[config.mk]
export PLATFORM = sky130hd
export DESIGN_NAME = game_state_ctrl
export DESIGN_NICKNAME = d
export VERILOG_FILES = /design/src/rtl/game_state_ctrl.sv
export SDC_FILE = /design/constraint.sdc
export NUM_CORES = 1
export LEC_CHECK = 0
export CORE_ASPECT_RATIO = 1.25
export CORE_MARGIN = 1.5
export CORE_UTILIZATION = 50
export DETAILED_ROUTE_END_ITERATION = 12
export GPL_ROUTABILITY_DRIVEN = 0
export PLACE_DENSITY = 0.8
export SYNTH_ARGS = -nofsm -noshare
export SYNTH_HDL_FRONTEND = slang
export SYNTH_SLANG_ARGS = --single-unit
[constraint.sdc]
create_clock -name clk -period 2.9 [get_ports clk]
set_clock_uncertainty 0.05 [all_clocks]
set_input_delay 0.725 -clock clk [delete_from_list [all_inputs] [get_ports clk]]
set_output_delay 0.725 -clock clk [all_outputs]
set_load 0.02 [all_outputs]
[src/rtl/game_state_ctrl.sv]
// Game flow controller: menu/play/hit/won/lost phases, lives, level, result-screen hold.
// In: clk, reset, frame_tick, start_btn, collision, game_time[10:0]. Out: screen flags, lives_left, level_num, state_code.
module game_state_ctrl #(
  parameter int LEVEL_LEN   = 1000,
  parameter int LEVEL_STEP  = 250,
  parameter int LIVES       = 3,
  parameter int LEVELS      = 3,
  parameter int HOLD_FRAMES = 60
) (
  input  logic        clk,
  input  logic        reset,
  input  logic        frame_tick,
  input  logic        start_btn,
  input  logic        collision,
  input  logic [10:0] game_time,
  output logic        menuScreen,
  output logic        playerWon,
  output logic        playerLost,
  output logic        game_over,
  output logic        game_complete,
  output logic [1:0]  lives_left,
  output logic [1:0]  level_num,
  output logic [2:0]  state_code
);

  localparam int HW =
    (HOLD_FRAMES > 1) ? $clog2(HOLD_FRAMES) : 1;
  localparam logic [HW-1:0] HOLD_LAST =
    HW'(HOLD_FRAMES - 1);
  localparam logic [1:0] LAST_LVL = 2'(LEVELS - 1);
  localparam logic [1:0] LIVES_INIT = 2'(LIVES);

  typedef enum logic [2:0] {
    S_MENU = 3'd0,
    S_PLAY = 3'd1,
    S_HIT  = 3'd2,
    S_WON  = 3'd3,
    S_LOST = 3'd4
  } state_t;

  state_t          state_q, state_d;
  logic [1:0]      lives_q, lives_d;
  logic [1:0]      level_q, level_d;
  logic [HW-1:0]   hold_q, hold_d;
  logic            done_q, done_d;
  logic            start_prev_q;

  logic            start_edge;
  logic            holding;
  logic            expire;
  logic [10:0]     thr;

  assign start_edge = start_btn & ~start_prev_q;
  assign thr = 11'(LEVEL_LEN)
             + 11'(level_q) * 11'(LEVEL_STEP);
  assign holding = (state_q == S_HIT)
                 | (state_q == S_WON)
                 | (state_q == S_LOST);
  // done_q freezes the counter once a terminal hold has run out
  assign expire = holding & frame_tick & ~done_q
                & (hold_q == HOLD_LAST);

  always_ff @(posedge clk or posedge reset) begin
    if (reset) begin
      state_q      <= S_MENU;
      lives_q      <= LIVES_INIT;
      level_q      <= 2'd0;
      hold_q       <= '0;
      done_q       <= 1'b0;
      start_prev_q <= 1'b0;
    end else begin
      state_q      <= state_d;
      lives_q      <= lives_d;
      level_q      <= level_d;
      hold_q       <= hold_d;
      done_q       <= done_d;
      start_prev_q <= start_btn;
    end
  end

  always_comb begin
    state_d = state_q;
    lives_d = lives_q;
    level_d = level_q;
    done_d  = done_q;
    hold_d  = hold_q;
    case (state_q)
      S_MENU: begin
        if (start_edge) begin
          state_d = S_PLAY;
          lives_d = LIVES_INIT;
          level_d = 2'd0;
        end
      end
      S_PLAY: begin
        if (collision) begin
          if (lives_q <= 2'd1) begin
            state_d = S_LOST;
            lives_d = 2'd0;
          end else begin
            state_d = S_HIT;
            lives_d = lives_q - 2'd1;
          end
        end else if (game_time >= thr) begin
          state_d = S_WON;
        end
      end
      S_HIT: begin
        if (expire) state_d = S_PLAY;
      end
      S_WON: begin
        if (done_q) begin
          if (start_edge) begin
            state_d = S_MENU;
            level_d = 2'd0;
          end
        end else if (expire) begin
          if (level_q == LAST_LVL) begin
            done_d = 1'b1;
          end else begin
            level_d = level_q + 2'd1;
            state_d = S_PLAY;
          end
        end
      end
      S_LOST: begin
        if (done_q) begin
          if (start_edge) begin
            state_d = S_MENU;
            level_d = 2'd0;
          end
        end else if (expire) begin
          done_d = 1'b1;
        end
      end
      default: state_d = S_MENU;
    endcase
    // every state entry restarts the hold; the entry-cycle tick is lost
    if (state_d != state_q) begin
      hold_d = '0;
      done_d = 1'b0;
    end else if (holding & frame_tick & ~done_q) begin
      hold_d = hold_q + 1'b1;
    end
  end

  assign menuScreen    = (state_q == S_MENU);
  assign playerWon     = (state_q == S_WON);
  assign playerLost    = (state_q == S_HIT)
                       | (state_q == S_LOST);
  assign game_over     = (state_q == S_LOST);
  assign game_complete = (state_q == S_WON) & done_q;
  assign lives_left    = lives_q;
  assign level_num     = level_q;
  assign state_code    = state_q;

endmodule

---- Yosys cells after proc, flatten, opt, wreduce, memory -nomap -nowiden ----
Index checks and enable logic that the tools add are counted.
cells by class
  add/subtract/negate cells ............... 4
  multiply operators ...................... 1
  order comparisons ....................... 2
  eq/ne operators ......................... 12
  muxes and demuxes ....................... 30
  bitwise gates (word level) .............. 10
  reductions and logical operators ........ 7
operators by type and width
  kind                                              number
  two-way mux 3 bit                                 10
  two-way mux 2 bit                                 8
  case mux 3 bit (5 select lines)                   1
  two-way mux 6 bit                                 2
  adder 10 x 10 -> 11 bit, first input constant     1
  >= comparator 11 bit                              1
  multiplier 2 x 7 -> 9 bit, second input constant  1
  adder 6 x 1 -> 6 bit, second input constant       1
  == test 3 x 2 -> 1 bit, second input constant     2
  == test 6 bit, second input constant              1
  two-way mux 1 bit                                 6
  case mux 2 bit (3 select lines)                   1
  nonzero test 3 bit                                2
  bitwise AND 1 bit                                 5
  != test 2 x 1 -> 1 bit, second input constant     2
  case mux 2 bit (2 select lines)                   1
  AND reduction 4 bit                               1
  nonzero test 2 bit                                2
  == test 3 x 1 -> 1 bit, second input constant     1
  == test 3 bit, second input constant              1
  logical NOT 3 bit                                 1
  != test 3 x 1 -> 1 bit, second input constant     1
  != test 3 bit                                     1
  != test 3 bit, second input constant              1
  9 further kinds                                   12
word-level totals
  flip-flop bits (word level) ............. 15
  input port bits ......................... 16
  output and inout port bits .............. 12

---- Depth between registers and ports, before layout ----
Gate-level depths: netlist (run 1).
  depth after elaboration ................. 11
  mapped depth ............................ 9

---- Worst setup path after synthesis (run 1) ----
Ideal clock, no wire load.
  kind .................................... reg2reg
  start point ............................. register level_q[0] (netlist: level_num[0])
  end point ............................... register done_q
  arrival time ............................ 2.457 ns
  required time ........................... 2.772 ns
  setup slack ............................. 0.315 ns
  cell stages (with the launch flop) ...... 10
  buffers on the path ..................... 0
  cell sequence ........................... dfrtp_1 -> inv_1 -> ha_1 -> xnor2_1 -> ha_1 -> and4_1 -> o311a_1 -> a2111oi_2 -> o221ai_2 -> a21oi_1
on the way
  word-level cells in the longest chain between the ends .. 8
  elaborated cells on any way between the ends .. 17
RTL lines
  item                                                                      RTL line  source
  from (decl)                                                               43        logic [1:0] level_q, level_d;
  from (signal assigned)                                                    74        level_q <= level_d;
  multiplier 2 x 7 -> 9 bit                                                 55        + 11'(level_q) * 11'(LEVEL_STEP);
  adder 10 x 10 -> 11 bit                                                   55
  >= comparator 11 bit                                                      104       end else if (game_time >= thr) begin
  two-way mux 3 bit                                                         104
  two-way mux 3 bit                                                         96        if (collision) begin
  case mux 3 bit (5 select lines)                                           87        case (state_q)
  != test 3 bit                                                             139       if (state_d != state_q) begin
  nonzero test 3 bit (no line) / two-way mux 1 bit (equally long branches)  n/a
  to (signal assigned)                                                      76        done_q <= done_d;
  to (decl)                                                                 45        logic done_q, done_d;
Parallel ways exist; a longest one is shown, timed or not.
A chain may end at the register's enable or synchronous reset.

---- Worst setup path after layout (run 1) ----
  start point ............................. register state_q[1] (netlist: state_code[1])
  end point ............................... output port game_complete
on the way
  word-level cells in the longest chain between the ends .. 2
RTL lines
  item                    RTL line  source
  from (decl)             41        state_t state_q, state_d;
  from (signal assigned)  72        state_q <= state_d;
  == test 3 x 2 -> 1 bit  152       assign game_complete = (state_q == S_WON) & done_q;
  bitwise AND 1 bit       152
  to (decl)               20        output logic game_complete,
No other way between the ends.

==> metrics.cfg, run 1 <==
[power_and_ir_drop]
finalPower_mw=1.02
clkPwrFrac_pct=11.8
switching_power_uw=452
leakage_nw=0.663
p_comb_share_pct=58.0
p_per_area_mw_per_mm2=656
intPower_uw=570
switching_share_pct=44.2
pwr-share-seq_pct=30.2
ir_drop_mv=0.577

[drt]
ant_nets=0
dr.pass1.iters=4
dr_wl_met3_um=87
drt_wl_total_um=2630
vias_per_cell=5.71
top_layer_used=met4
drt-met1-wl_um=1140
wire_per_inst_um=13.3
drt_iter0_drc=17
route.met2.wl_um=1380
drcViolationCount=0
vias=1130

[worst_setup_path]
r2r_cells=9
r2r_end=hold_q[1]
critPathCaptureType=output pin
reg2reg_from=level_num[1]
arrival_ns=1.91
start_kind=flop
path_class=reg2out
critPathMaxFanout=11
r2r_slack_ns=0.25
crit_required_ns=2.12

[clock_tree]
cts_tree=yes
holdBufCountCts=0
clockBufferDepth=2
path_clk_slew_ns=0.08
clock_latency_ns=0.29
clockRootBuffer=clkbuf_4
h-tree-depth=1
cts_resized=0
post_cts_buffers=0
cts_buffers=3
clock_sinks=15

[timing]
finalCriticalPeriod_ns=2.69
grt_setup_unrepaired=no
slew_viol_final=0
setup-violations-final=0
timing.setup.tns_ns=0
min_period_over_period_pct=92.6
final_hold_viol_count=0
slew_headroom_pct=61.2
tightest_slew_ns=0.581
fmax_mhz=372

[run_status]
status=complete, no violations

[die]
die_area_mm2=0.00274
start_util_pct=53.8
die_h_um=58.1
fp.coreArea_mm2=0.00226
row_count=19
die_w_um=47.1
num_io_pins=28

[logic_synthesis]
syn_area_per_cell_um2=8.87
synth-seq-cells=15
synth_largest_area_cell=dfrtp_1
yosysTopAreaCellShare_pct=26.8
ys_top_cells_by_count=a21oi_1 (15), ha_1 (15), dfrtp_1 (13)
ys_seq_area_share_pct=31.1
synth_area_mm2=0.00121
async_flop_share_pct=100
syn_inst=137
yosys_warnings=0
synth.net_count=168
yosysUniqueCellTypes=37
yosys-top-cells-area=dfrtp_1 (27%), ha_1 (15%), a21oi_1 (6.2%), dfstp_2 (4.3%), xor2_1 (3.6%)
ys.flop_type=dfrtp_1
synth_edf_count=0

[grt]
grt_pass1_vias=1075
grt_max_degree=16
grt_antenna_before_repair=0
grt.total_usage_pct=21.5
grt_pass1_wl_um=4350
grt_overflow=0

[placement]
place_hpwl_um=2110
placed_cells=194
portBuffers=27

[layout]
drive_gt1_share_pct=7.78
syn_to_final_growth_pct=28.3
final_nets=199
antenna_cells=0
nFillCells=190
final_cells=198

[worst_hold_path]
hold_path.class=reg2reg
hold_start=lives_left[1]
holdPathEnd=lives_left[1]
hold_depth=2

[flow_run]
drv_cap=0

## worst max-delay path: stages (launching register included)
cell,delay (ns)
dfrtp_1,0.55
and3b_1,0.33
and2_1,0.15
clkdlybuf4s50_1,0.59
## how the worst max path moves through the flow
stage                  startpoint            end
floorplan            level_num[0]         done_q
global placement     game_time[1]      hold_q[2]
detailed placement   game_time[1]      hold_q[1]
CTS                 state_code[1]  game_complete
global route         level_num[1]      hold_q[1]
finish              state_code[1]  game_complete
## placed cells by master, fill, tap and decap left out, drive strengths merged, types with 2 or more instances in the layout
cell / synthesis / final
clkdlybuf4s50: 0 / 27
a21oi: 15 / 15
ha: 15 / 15
dfrtp: 13 / 13
nor2: 10 / 10
nand2: 9 / 9
inv: 7 / 7
o21ai: 7 / 7
nor2b: 5 / 5
nor3: 5 / 5
xor2: 5 / 5
and3b: 4 / 4
nand3: 4 / 4
buf: 2 / 4
clkbuf: 3 / 4
nand4: 3 / 3
and4: 3 / 3
a211oi: 3 / 3
a21o: 2 / 2
o2111ai: 2 / 2
or2: 2 / 2
xnor2: 2 / 2
dfstp: 2 / 2
## cell type report
| class | instances | area [um2] | area share (%) |
|---|---|---|---|
| multi-input combinational | 110 | 790 | 50.6 |
| timing repair buffer | 31 | 300 | 19.3 |
| inverter | 7 | 26.3 | 1.69 |
| sequential | 15 | 378 | 24.2 |
| clock buffer | 4 | 26.3 | 1.69 |
| tap | 31 | 38.8 | 2.49 |
## power groups by stage
stage                     Sequential [mW]  Clock [mW]  Combinational, mW
after floorplan                     0.328           0              0.363
after global placement              0.310           0              0.574
after detailed placement            0.313           0              0.590
after CTS                           0.309       0.123              0.593
after global routing                0.316       0.130              0.655
final                               0.309       0.120              0.593
## registers in the layout (all words and copies together) (netlist names)
signal	cells
lives_left	2
state_code	3
start_prev_q	1
hold_q	6
level_num	2
done_q	1
## metrics by stage
| stage | util [%] | cell area (um2) | setup WS, ns | hold slack, ns |
|---|---|---|---|---|
| 5_1_grt | 69.0 | 1560 | 0.0491 | 0.532 |
| 2_1_floorplan | - | 1210 | 0.315 | 0.476 |
| 3_3_place_gp | 67.9 | 1530 | -0.0225 | 0.460 |
| 6_report | 69.0 | 1560 | 0.214 | 0.493 |
| 4_1_cts | 69.0 | 1560 | 0.212 | 0.492 |
| 3_5_place_dp | 67.9 | 1530 | -0.0832 | 0.478 |
## per-layer routing
layer / track usage, % / up-vias
met2: 38.2 / 28
li1: - / 562
met5: 0 / -
met3: 2.80 / 3
met1: 26.1 / 537
met4: 5.95 / 0
## cell families after synthesis
| group | after synthesis | share of synthesized area [%] |
|---|---|---|
| AOI/OAI and AO/OA | 37 | 20.8 |
| and+or+nand+nor | 49 | 22.6 |
| muxes | 1 | 0.824 |
| other | 1 | 0.309 |
| adders and majority gates | 15 | 15.4 |
| buffers and inverters | 12 | 3.91 |
| xor gates and xnor gates | 7 | 5.05 |
| DFF | 15 | 31.1 |
No activity file was read; power rests on OpenSTA's default activity.
==> run 2, diff against run 1 <==
--- a/config.mk
+++ b/config.mk
@@ -11,6 +11,7 @@
 export DETAILED_ROUTE_END_ITERATION = 12
 export GPL_ROUTABILITY_DRIVEN = 0
 export PLACE_DENSITY = 0.8
+export SLEW_MARGIN = 20
 export SYNTH_ARGS = -nofsm -noshare
 export SYNTH_HDL_FRONTEND = slang
 export SYNTH_SLANG_ARGS = --single-unit
==> results of run 2 <==
The final DEF is identical to that of run 1; final timing and power are the same.
==> run 3, diff against run 2 <==
--- a/config.mk
+++ b/config.mk
@@ -11,6 +11,7 @@
 export DETAILED_ROUTE_END_ITERATION = 12
 export GPL_ROUTABILITY_DRIVEN = 0
 export PLACE_DENSITY = 0.8
+export SKIP_LAST_GASP = 1
 export SLEW_MARGIN = 20
 export SYNTH_ARGS = -nofsm -noshare
 export SYNTH_HDL_FRONTEND = slang
==> results of run 3 <==
The final DEF is identical to that of run 1; final timing and power are the same.
==> edit 1 (flow settings as in run 3) <==
Register the inputs `frame_tick`, `start_btn`, `collision` and `game_time` before use, without a reset. The logic sees them one clock later.
--- a/src/rtl/game_state_ctrl.sv
+++ b/src/rtl/game_state_ctrl.sv
@@ -40,2 +40,14 @@
 
+  logic frame_tick_q;
+  logic start_btn_q;
+  logic collision_q;
+  logic [10:0] game_time_q;
+
+  always_ff @(posedge clk) begin
+    frame_tick_q <= frame_tick;
+    start_btn_q  <= start_btn;
+    collision_q  <= collision;
+    game_time_q  <= game_time;
+  end
+
   state_t          state_q, state_d;
@@ -52,3 +64,3 @@
 
-  assign start_edge = start_btn & ~start_prev_q;
+  assign start_edge = start_btn_q & ~start_prev_q;
   assign thr = 11'(LEVEL_LEN)
@@ -59,3 +71,3 @@
   // done_q freezes the counter once a terminal hold has run out
-  assign expire = holding & frame_tick & ~done_q
+  assign expire = holding & frame_tick_q & ~done_q
                 & (hold_q == HOLD_LAST);
@@ -76,3 +88,3 @@
       done_q       <= done_d;
-      start_prev_q <= start_btn;
+      start_prev_q <= start_btn_q;
     end
@@ -95,3 +107,3 @@
       S_PLAY: begin
-        if (collision) begin
+        if (collision_q) begin
           if (lives_q <= 2'd1) begin
@@ -103,3 +115,3 @@
           end
-        end else if (game_time >= thr) begin
+        end else if (game_time_q >= thr) begin
           state_d = S_WON;
@@ -141,3 +153,3 @@
       done_d = 1'b0;
-    end else if (holding & frame_tick & ~done_q) begin
+    end else if (holding & frame_tick_q & ~done_q) begin
       hold_d = hold_q + 1'b1;
Check against the original RTL: not equivalent (Yosys sat finds a counterexample within 4 cycles, from zero or initial values and one cycle with reset high).
==> edit 1 against run 3 <==
Area after synthesis grew 32%. Wire length up 19%. Sequential cell count is 14 higher. Setup slack lost 0.067 ns. Final area up 25%. Power decreased by 33%. Synthesized cell count rose by 10%. Core utilization decreased by 3.9 points. Die area up 30%. Clock power grew 87%. Largest cell class unchanged. Highest routed layer unchanged.
==> edit 1: results (changes against run 3) <==
\begin{tabular}{lr}
\hline
Metric & Value \\
\hline
\multicolumn{2}{l}{\textbf{Run status}} \\
Result of the run & complete, no violations \\
\multicolumn{2}{l}{\textbf{Global routing}} \\
Global-route wire length before repair & 5290 µm (+21\%) \\
Combined global-route utilization of all metal layers & 0.205 (-0.00984) \\
\multicolumn{2}{l}{\textbf{Layout}} \\
Final-stage net count & 214 (+7.5\%) \\
Number of flip-flops in the largest register & 11 (+5) \\
Largest register by flop count & game\_time\_q \\
\multicolumn{2}{l}{\textbf{Timing}} \\
Worst-margin pin slew & 0.585 ns (+0.00386 ns) \\
\multicolumn{2}{l}{\textbf{Clock network}} \\
Number of buffers inserted during clock tree synthesis & 5 (+2) \\
Deepest level of the CTS H-tree & 2 (+1) \\
\multicolumn{2}{l}{\textbf{Pwr}} \\
Peak supply drop & 0.420 mV (-27\%) \\
Leakage power figure & 0.000791 µW (+19\%) \\
\multicolumn{2}{l}{\textbf{Worst setup path}} \\
Startpoint of the worst-slack reg-to-reg timing path & level\_num[0]\$\_DFFE\_PP0P\_ \\
Worst R2R End & done\_q\$\_DFFE\_PP0P\_ \\
Setup slack of the most critical reg-to-reg path & 0.34 ns (+0.09 ns) \\
Arrival time worst endpoint & 1.98 ns (+0.07 ns) \\
Worst Setup SP & state\_code[2]\$\_DFF\_PP0\_ \\
\multicolumn{2}{l}{\textbf{Routing}} \\
Final Routed Wirelength & 3140 µm (+19\%) \\
Detailed Route Iter0 Violations & 37 (+20) \\
Number of vias per cell after detailed routing & 5.75 (+0.75\%) \\
\multicolumn{2}{l}{\textbf{Place}} \\
Total half-perimeter wirelength after legalization and detailed placement & 2480 µm (+17\%) \\
\multicolumn{2}{l}{\textbf{Worst hold path}} \\
Hold path start & start\_btn\_q\$\_DFF\_P\_ \\
Cells on Worst Hold Path & 0 (-2) \\
Worst Hold Path EP & start\_prev\_q\$\_DFF\_PP0\_ \\
\multicolumn{2}{l}{\textbf{Logic synthesis}} \\
Number of instances in the synthesized netlist & 151 (+10\%) \\
Post-synth ARST share & 0.517 (-0.483) \\
Most used flip-flop cell after synthesis & sky130\_fd\_sc\_hd\_\_dfxtp\_1 \\
Number of nets in the synthesized netlist & 182 (+8.3\%) \\
\hline
\end{tabular}
-- edit 1: changes by cell type in the layout (fill, tap and decap cells not counted), moves of 3 or more --
| cell | run 3 | this run |
|---|---|---|
| sky130_fd_sc_hd__a21oi_1 | 15 | 5 |
| sky130_fd_sc_hd__inv_1 | 7 | 10 |
| sky130_fd_sc_hd__o21ai_1 | 4 | 1 |
| sky130_fd_sc_hd__buf_4 | 4 | 1 |
| sky130_fd_sc_hd__nor3_1 | 5 | 2 |
| sky130_fd_sc_hd__dfxtp_1 | 0 | 14 |
| sky130_fd_sc_hd__o21ai_0 | 3 | 6 |
| sky130_fd_sc_hd__and3_1 | 0 | 5 |
| sky130_fd_sc_hd__a211oi_2 | 0 | 5 |
| sky130_fd_sc_hd__xnor2_1 | 2 | 5 |
| sky130_fd_sc_hd__xor2_1 | 5 | 2 |
-- edit 1: area by class of cell --
class	instances	area (µm²)
Inverter	12	45.0
Clock buffer	6	41.3
Tap cell	36	45.0
Fill cell	253	1050
Sequential cell	29	658
Clock inverter	2	10.0
Multi-Input combinational cell	107	877
Timing Repair Buffer	28	278
-- edit 1: through the flow --
| step | worst slack (ns) | utilization | instance area, µm² | hold slack [ns] | power [µW] |
|---|---|---|---|---|---|
| 2_1_floorplan | 0.489 | - | 1600 | 0.286 | 442 |
| 3_3_place_gp | 0.425 | 0.634 | 1900 | 0.298 | 466 |
| 3_5_place_dp | 0.361 | 0.634 | 1900 | 0.304 | 468 |
| 4_1_cts | 0.151 | 0.651 | 1950 | 0.322 | 695 |
| 5_1_grt | 0.0666 | 0.651 | 1950 | 0.332 | 723 |
| 6_report | 0.147 | 0.651 | 1950 | 0.325 | 684 |
-- edit 1: cell families after synthesis --
| logic type | count (synthesis) | synth area share |
|---|---|---|
| xor+xnor | 7 | 0.0383 |
| flops | 29 | 0.411 |
| fa+ha+maj | 15 | 0.117 |
| buf+inv | 15 | 0.0414 |
| other cells | 1 | 0.00234 |
| compound gates | 34 | 0.197 |
| simple gates | 50 | 0.193 |
-- edit 1: critical path: cells and delay by family (launching register included) --
family                 cells  cell delay [ns]
buffers and inverters      2             0.67
flip-flops                 1             0.51
AND/OR/NAND/NOR            2             0.47
-- edit 1: metal layers --
| layer | global-route usage | share of wire | vias to the layer above | wire length, µm |
|---|---|---|---|---|
| met5 | 0 | 0 | - | 0 |
| met3 | 0.0543 | 0.044 | 8 | 138 |
| met4 | 0.0833 | 0.020 | 0 | 63 |
| met1 | 0.226 | 0.40 | 606 | 1260 |
| met2 | 0.361 | 0.53 | 42 | 1670 |
| li1 | - | - | 609 | - |
-- edit 1: report_power, final --
part / total [µW] / internal, µW / switching (µW)
sequential: 417 / 412 / 4.72
combinational: 41.9 / 25.2 / 16.6
clock: 225 / 92.1 / 133
==> edit 2 (settings of run 3) <==
Made on the original files. Change the parameter `HOLD_FRAMES` from 60 to 90.
--- a/src/rtl/game_state_ctrl.sv
+++ b/src/rtl/game_state_ctrl.sv
@@ -7,3 +7,3 @@
   parameter int LEVELS      = 3,
-  parameter int HOLD_FRAMES = 60
+  parameter int HOLD_FRAMES = 90
 ) (
Formal check against the unedited RTL: no difference found for any inputs over 10 cycles, from zero or initial values and one cycle with reset high; that may be too few to reach the edited logic, so the function may still have changed.
==> edit 2 against run 3 <==
Critical path depth up 1. Final area up 7.1%. Area after synthesis up 9.8%. Sequential cell count up 1. Wire length up 5.8%. Largest power group unchanged. Setup slack worse by 0.053 ns. Power up 4.8%. Die area up 9.2%. Largest cell class unchanged. Combinational power up 1%. Synthesized cell count up 6.6%. Register-to-register slack better by 0.08 ns. Final cell count up 6.1%.
==> edit 2: results (changes against run 3) <==
\begin{tabular}{lr}
\hline
Metric & Value \\
\hline
\multicolumn{2}{l}{\textbf{Run status}} \\
Result of the run & complete, no violations \\
\multicolumn{2}{l}{\textbf{Layout}} \\
Number of flip-flops in the largest register & 7 (+1) \\
Count of multi-input gates & 118 (+7.3\%) \\
Area of the multi-input gates & 870 µm² (+10\%) \\
\multicolumn{2}{l}{\textbf{Global routing}} \\
GR Layer Usage met2 & 0.409 (+0.0277) \\
GR Util met1 & 0.238 (-0.0226) \\
Global-route wire length before repair & 4850 µm (+11\%) \\
Vias in the first global route & 1088 (+1.2\%) \\
\multicolumn{2}{l}{\textbf{Place}} \\
Minimum setup slack after placement & 0.119 ns (+0.202 ns) \\
Total instance count after detailed placement & 206 (+6.2\%) \\
Total half-perimeter wirelength after legalization and detailed placement & 2210 µm (+4.6\%) \\
\multicolumn{2}{l}{\textbf{Logic synthesis}} \\
Compound-gate portion of the synthesized area & 0.193 (-0.0148) \\
Syn\_area\_per\_cell & 9.14 µm² (+3.0\%) \\
Post-synthesis share of cell area spent on xor and xnor gates & 0.0525 (+0.00207) \\
Leading post-synthesis cells by cell area & sky130\_fd\_sc\_hd\_\_dfrtp\_1 (26\%), sky130\_fd\_sc\_hd\_\_ha\_1 (16\%), sky130\_fd\_sc\_hd\_\_a21oi\_1 (4.9\%) \\
Top post-synthesis cells by count & sky130\_fd\_sc\_hd\_\_ha\_1 (17), sky130\_fd\_sc\_hd\_\_dfrtp\_1 (14), sky130\_fd\_sc\_hd\_\_nor2\_1 (14), sky130\_fd\_sc\_hd\_\_a21oi\_1 (13), sky130\_fd\_sc\_hd\_\_nand2\_1 (13) \\
Number of storage elements in the synthesis netlist & 16 (+1) \\
Fraction of synthesized area in multiplexers & 0 (-0.00824) \\
\multicolumn{2}{l}{\textbf{Pwr}} \\
Power attributed to sequential cells & 345 µW (+12\%) \\
Reported combinational group power & 599 µW (+1\%) \\
Post-layout total power & 1070 µW (+4.8\%) \\
Peak supply drop & 0.450 mV (-22\%) \\
Leakage power figure & 0.000686 µW (+3.5\%) \\
\multicolumn{2}{l}{\textbf{Routing}} \\
Routed via count & 1151 (+1.9\%) \\
Met2 WL post-DR & 1460 µm (+6.2\%) \\
Final Routed Wirelength & 2790 µm (+5.8\%) \\
Met3 wire len & 59 µm (-32\%) \\
\multicolumn{2}{l}{\textbf{Worst setup path}} \\
Maximum single-stage delay on the critical path & 0.61 ns (+0.02 ns) \\
Arrival time worst endpoint & 1.96 ns (+0.05 ns) \\
\multicolumn{2}{l}{\textbf{Clock network}} \\
Clock transition at the register clock pins on the worst setup and hold paths after CTS & 0.10 ns (+0.02 ns) \\
\hline
\end{tabular}
-- edit 2: path summary, 6_finish.rpt --
path,startpoint,to,slack [ns],cells after the start
max,state_code[1]$_DFF_PP0_,menuScreen,0.16,4
min,lives_left[1]$_DFFE_PP1P_,lives_left[1]$_DFFE_PP1P_,0.49,2
max reg2reg,level_num[1]$_DFFE_PP0P_,done_q$_DFFE_PP0P_,0.33,9
min reg2reg,lives_left[1]$_DFFE_PP1P_,lives_left[1]$_DFFE_PP1P_,0.49,2
max in group asynchronous,reset,hold_q[0]$_DFFE_PP0P_,1.66,2
min in group asynchronous,reset,hold_q[1]$_DFFE_PP0P_,0.74,2
-- edit 2: cell families (layout without fill, tap and decap cells) --
group	after synthesis	after routing
adders and majority gates	17	17
DFF	16	16
and+or+nand+nor	54	54
buffers and inverters	12	43
AOI/OAI and AO/OA	38	38
xor gates and xnor gates	8	8
other	1	1
-- edit 2: critical path, delay by kind of cell, from the launching register on --
family	cells	cell delay [ns]
buf+inv	2	0.81
flops	1	0.47
simple gates	2	0.40
